$ cat config.mk
export PLATFORM = sky130hd
export DESIGN_NAME = sram_read_capture
export DESIGN_NICKNAME = d
export VERILOG_FILES = /design/src/rtl/sram_pkg.sv /design/src/rtl/sram_resp_fifo.sv /design/src/rtl/sram_read_capture.sv
export SDC_FILE = /design/constraint.sdc
export NUM_CORES = 1
export LEC_CHECK = 0
export CAP_MARGIN = 20
export CORE_ASPECT_RATIO = 0.8
export CORE_MARGIN = 2
export CORE_UTILIZATION = 54
export DETAILED_ROUTE_END_ITERATION = 6
export PLACE_DENSITY = 0.79
export SETUP_SLACK_MARGIN = 0.2
export SYNTH_ARGS = -nofsm -noshare
export SYNTH_HDL_FRONTEND = slang
export SYNTH_SLANG_ARGS = --single-unit
$ cat constraint.sdc
create_clock -name sram_clk -period 3.2 [get_ports sram_clk]
set_clock_uncertainty 0.2 [all_clocks]
set_input_delay 0.32 -clock sram_clk [delete_from_list [all_inputs] [get_ports sram_clk]]
set_output_delay 0.32 -clock sram_clk [all_outputs]
set_load 0.005 [all_outputs]
$ cat src/rtl/sram_pkg.sv
// Shared types for the SRAM read-capture path.
// Access-size encodings and the in-flight read tag.
package sram_pkg;

  typedef enum logic [1:0] {
    CONF_WORD = 2'b00,
    CONF_HALF = 2'b01,
    CONF_BYTE = 2'b10,
    CONF_RSVD = 2'b11
  } conf_e;

  typedef struct packed {
    logic       valid;
    conf_e      conf;
    logic [1:0] off;
  } tag_t;

  localparam tag_t TAG_IDLE = '{
    valid: 1'b0,
    conf:  CONF_WORD,
    off:   2'b00
  };

endpackage

$ cat src/rtl/sram_resp_fifo.sv
// Response FIFO for the SRAM read-capture path.
// Synchronous, power-of-two depth, sync active-low reset.
module sram_resp_fifo #(
  parameter int DATA_W = 32,
  parameter int DEPTH  = 4,
  localparam int AW    = $clog2(DEPTH),
  localparam int CW    = AW + 1
) (
  input  logic              sram_clk,
  input  logic              rst_n,
  input  logic              push,
  input  logic [DATA_W-1:0] wdata,
  input  logic              pop,
  output logic [DATA_W-1:0] rdata,
  output logic              full,
  output logic              empty,
  output logic [CW-1:0]     count
);

  logic [DATA_W-1:0] mem [DEPTH];
  logic [AW-1:0]     wptr;
  logic [AW-1:0]     rptr;
  logic              do_pop;
  logic              do_push;

  assign full    = (count == CW'(DEPTH));
  assign empty   = (count == '0);
  assign do_pop  = pop && !empty;
  assign do_push = push && (!full || do_pop);
  assign rdata   = empty ? '0 : mem[rptr];

  // pointer and occupancy tracking
  always_ff @(posedge sram_clk) begin
    if (!rst_n) begin
      wptr  <= '0;
      rptr  <= '0;
      count <= '0;
    end else begin
      if (do_push) wptr <= wptr + AW'(1);
      if (do_pop)  rptr <= rptr + AW'(1);
      unique case ({do_push, do_pop})
        2'b10:   count <= count + CW'(1);
        2'b01:   count <= count - CW'(1);
        default: count <= count;
      endcase
    end
  end

  // storage array, no reset needed: guarded by count
  always_ff @(posedge sram_clk) begin
    if (do_push) mem[wptr] <= wdata;
  end

endmodule

$ cat src/rtl/sram_read_capture.sv
// Tracks SRAM reads, captures macro data after READ_LAT,
// formats sub-words and returns them via valid/ready.
module sram_read_capture
  import sram_pkg::*;
#(
  parameter int DATA_W   = 32,
  parameter int ADDR_W   = 12,
  parameter int READ_LAT = 1,
  parameter int DEPTH    = 4
) (
  input  logic              sram_clk,
  input  logic              rst_n,
  input  logic              csb_sync,
  input  logic              web_sync,
  input  logic [ADDR_W-1:0] addr_sync,
  input  logic [1:0]        conf_sync,
  input  logic [DATA_W-1:0] macro_dout,
  output logic [DATA_W-1:0] dout,
  output logic              dout_valid,
  input  logic              dout_ready,
  output logic              stall,
  output logic              overflow
);

  localparam int CW = $clog2(DEPTH) + 1;

  tag_t              pipe [READ_LAT];
  tag_t              issue;
  tag_t              tail;
  logic [CW-1:0]     inflight;
  logic [CW-1:0]     count;
  logic [DATA_W-1:0] fmt_data;
  logic [DATA_W-1:0] half_sh;
  logic [DATA_W-1:0] byte_sh;
  logic              push;
  logic              pop;
  logic              full;
  logic              empty;
  logic              unused_addr;

  assign unused_addr = ^addr_sync[ADDR_W-1:2];

  // build the tag for this cycle's access
  always_comb begin
    issue       = TAG_IDLE;
    issue.valid = !csb_sync && web_sync;
    issue.conf  = conf_e'(conf_sync);
    issue.off   = addr_sync[1:0];
  end

  // READ_LAT-deep tag shift pipeline
  always_ff @(posedge sram_clk) begin
    if (!rst_n) begin
      for (int i = 0; i < READ_LAT; i++)
        pipe[i] <= TAG_IDLE;
    end else begin
      pipe[0] <= issue;
      for (int i = 1; i < READ_LAT; i++)
        pipe[i] <= pipe[i-1];
    end
  end

  assign tail = pipe[READ_LAT-1];

  // number of reads still waiting on macro data
  always_comb begin
    inflight = '0;
    for (int i = 0; i < READ_LAT; i++)
      inflight = inflight + CW'(pipe[i].valid);
  end

  // sub-word extraction of returning macro data
  always_comb begin
    half_sh  = macro_dout >> {tail.off[1], 4'b0000};
    byte_sh  = macro_dout >> {tail.off, 3'b000};
    fmt_data = macro_dout;
    unique case (1'b1)
      (tail.conf == CONF_HALF):
        fmt_data = DATA_W'(half_sh[15:0]);
      (tail.conf == CONF_BYTE):
        fmt_data = DATA_W'(byte_sh[7:0]);
      default:
        fmt_data = macro_dout;
    endcase
  end

  assign push       = tail.valid;
  assign pop        = dout_valid && dout_ready;
  assign dout_valid = !empty;

  sram_resp_fifo #(
    .DATA_W (DATA_W),
    .DEPTH  (DEPTH)
  ) u_fifo (
    .sram_clk (sram_clk),
    .rst_n    (rst_n),
    .push     (push),
    .wdata    (fmt_data),
    .pop      (pop),
    .rdata    (dout),
    .full     (full),
    .empty    (empty),
    .count    (count)
  );

  // sticky flag for a capture lost to a full FIFO
  always_ff @(posedge sram_clk) begin
    if (!rst_n)
      overflow <= 1'b0;
    else if (push && full && !pop)
      overflow <= 1'b1;
  end

  assign stall =
    ({1'b0, count} + {1'b0, inflight}) >= (CW+1)'(DEPTH);

endmodule
==> results.ini <==
[clocking]
cts_tree=done
insertion_delay_ps=420
cts_max_level=4
max-clock-path-buffers=2
clock_sinks=143
root_buffer=clkbuf_16
cts_resized=0
post_cts_buffers=0
path_clk_slew_ps=50
cts_buffers=17
cts_hold_buf=0

[placed_design]
port_buffers=75
hpwl_mm=7.67
dp_slack_ps=375
place_congestion=0.821
numPlacedInstances=552

[synth]
synth_edf_count=128
ys_seq_area_frac=0.685
ys_warn_count=0
ys_ff_latch=143
ys_async_sr_fraction=0
syn_area_sq_um=6050
syn_inst=342
avgSynthCellArea_sq_um=17.7
synth_top_flop_cell=edfxtp_1
syn-num-nets=401
synth_cell_types=38

[final_layout]
layout.area.seq_sq_um=4150
fin_cells=585
drive_gt1_frac=0.181
layout.nets=487
diodes=0
layout_common_cells=edfxtp_1, clkdlybuf4s50_1, nor2b_1
fillers=690
layout.cells.most_common=edfxtp_1
multi_input_area_sq_um=1760
area_delta_synth_final_pct=26.0

[sta]
finalSetupViolations=0
drv_slew=0
layout_setup_ws_ps=305
fin_crit_sh=0.905
rsz0062_at_grt=false
hold_viol=0
period_needed_ps=2900
timing.fmax_mhz=345
tightest_slew_ps=712
final.setup.tns_ps=0
slew_headroom=0.524

[power]
p_seq_frac=0.398
clkPwrFrac=0.388
vdd_drop_max_uv=703
switching_power_uw=1250
power.density_nw_per_um2=712
pwr-share-comb=0.214
swShare=0.231
cellLeakagePower_uw=0.00251
internal_power_uw=4170

[route]
drt-initial-drc-count=347
vias_per_cell=5.81
routedWlPerCell_microns=21.2
wl_mm=12.4
dr.pass1.iters=4
drc_errors=0
vias=3399
ant_nets=0

[floorplanning]
row_count=34
start_util=0.555
fp.dieH_microns=98.7
core_area_sq_um=10900
die_area_sq_um=12100
die_x_microns=122
ios=86

[setup_path]
arrival_ps=2380
worstSetupPathType=reg2out
cp-end-kind=output port
cp-start-kind=flop
worstPathMaxFanout=13
cp.required_ps=2680

[global_route]
grtUsageTotal=0.221
grt_max_degree=37
grt_pass1_vias=3403
antenna_found_initial=0
gr-total-overflow=0
grt_pass1_wl_mm=18.9

[job]
maxCapViolations=0

[worst_hold_path]
hold_class=reg2reg

[status]
status=completed

[state kept, by name, indices dropped and copies added, names as in the netlist, named ones only]
signal	cells
u_fifo.rptr	2
u_fifo.count	3
overflow	1
u_fifo.mem	128
pipe	5
u_fifo.wptr	2
[critical path: stages, from the launching register on]
cell             delay (ps)
dfxtp_2                 550
clkbuf_16               280
mux4_2                  510
nor2b_1                 140
clkdlybuf4s50_1         470
[area by class of cell]
class / instances / share of cell area
clock buffers: 21 / 0.0591
clock inverters: 11 / 0.0246
inverters: 10 / 0.00558
multi-input cells: 172 / 0.231
flip-flops and latches: 143 / 0.544
well taps: 144 / 0.0237
repair buffers: 84 / 0.111
[through the flow]
step | total power [uW] | utilization | area (sq um) | hold WS [ps]
after global placement | 3310 | 0.639 | 6950 | 273
after detailed placement | 3330 | 0.639 | 6950 | 280
final | 5430 | 0.699 | 7620 | 294
after floorplan | 2810 | - | 6050 | 242
after CTS | 5440 | 0.697 | 7590 | 293
after global routing | 5640 | 0.699 | 7620 | 325
[synthesized netlist by cell type, drive strengths merged (9+ instances only)]
master,count,area share
mux2i,10,0.017
inv,10,0.0070
nor2,9,0.0056
a22o,12,0.017
dfxtp,15,0.050
and2,26,0.027
edfxtp,128,0.64
buf,10,0.013
a221o,9,0.015
mux4,32,0.12
nor2b,36,0.038
[kinds of logic (layout without fill, tap and decap cells)]
group                    count (synthesis)  in the layout  synth area share
XOR/XNOR                                 2              2           0.00290
buffers and inverters                   27            126            0.0242
AND/OR/NAND/NOR                         86             86            0.0865
flip-flops                             143            143             0.685
adder cells (fa/ha/maj)                  8              8            0.0178
AO/OA/AOI/OAI                           34             34            0.0476
multiplexers                            42             42             0.136
[path summary, 6_finish.rpt]
kind,from,to,slack [ps],cells after the start
setup / recovery,flop,dout[11],300,4
hold / removal,u_fifo.rptr[1],u_fifo.rptr[1],290,2
setup reg to reg,u_fifo.count[0],u_fifo.count[2],720,9
hold reg to reg,u_fifo.rptr[1],u_fifo.rptr[1],290,2
[power groups by stage]
stage                     registers [uW]  logic (uW)  clock network [uW]
after floorplan                     2160         645                   0
after global placement              2190        1120                   0
after detailed placement            2190        1140                   0
after CTS                           2160        1150                2130
after global routing                2170        1260                2220
final                               2160        1160                2110
[routing by layer]
metal,global-route usage,wire (microns),vias up
met1,0.310,5200,1684
met4,0.101,342,0
met2,0.324,5920,172
met5,0,0,-
met3,0.0637,967,27
li1,-,-,1516
Note: power is estimated with default switching activity, not from simulation.
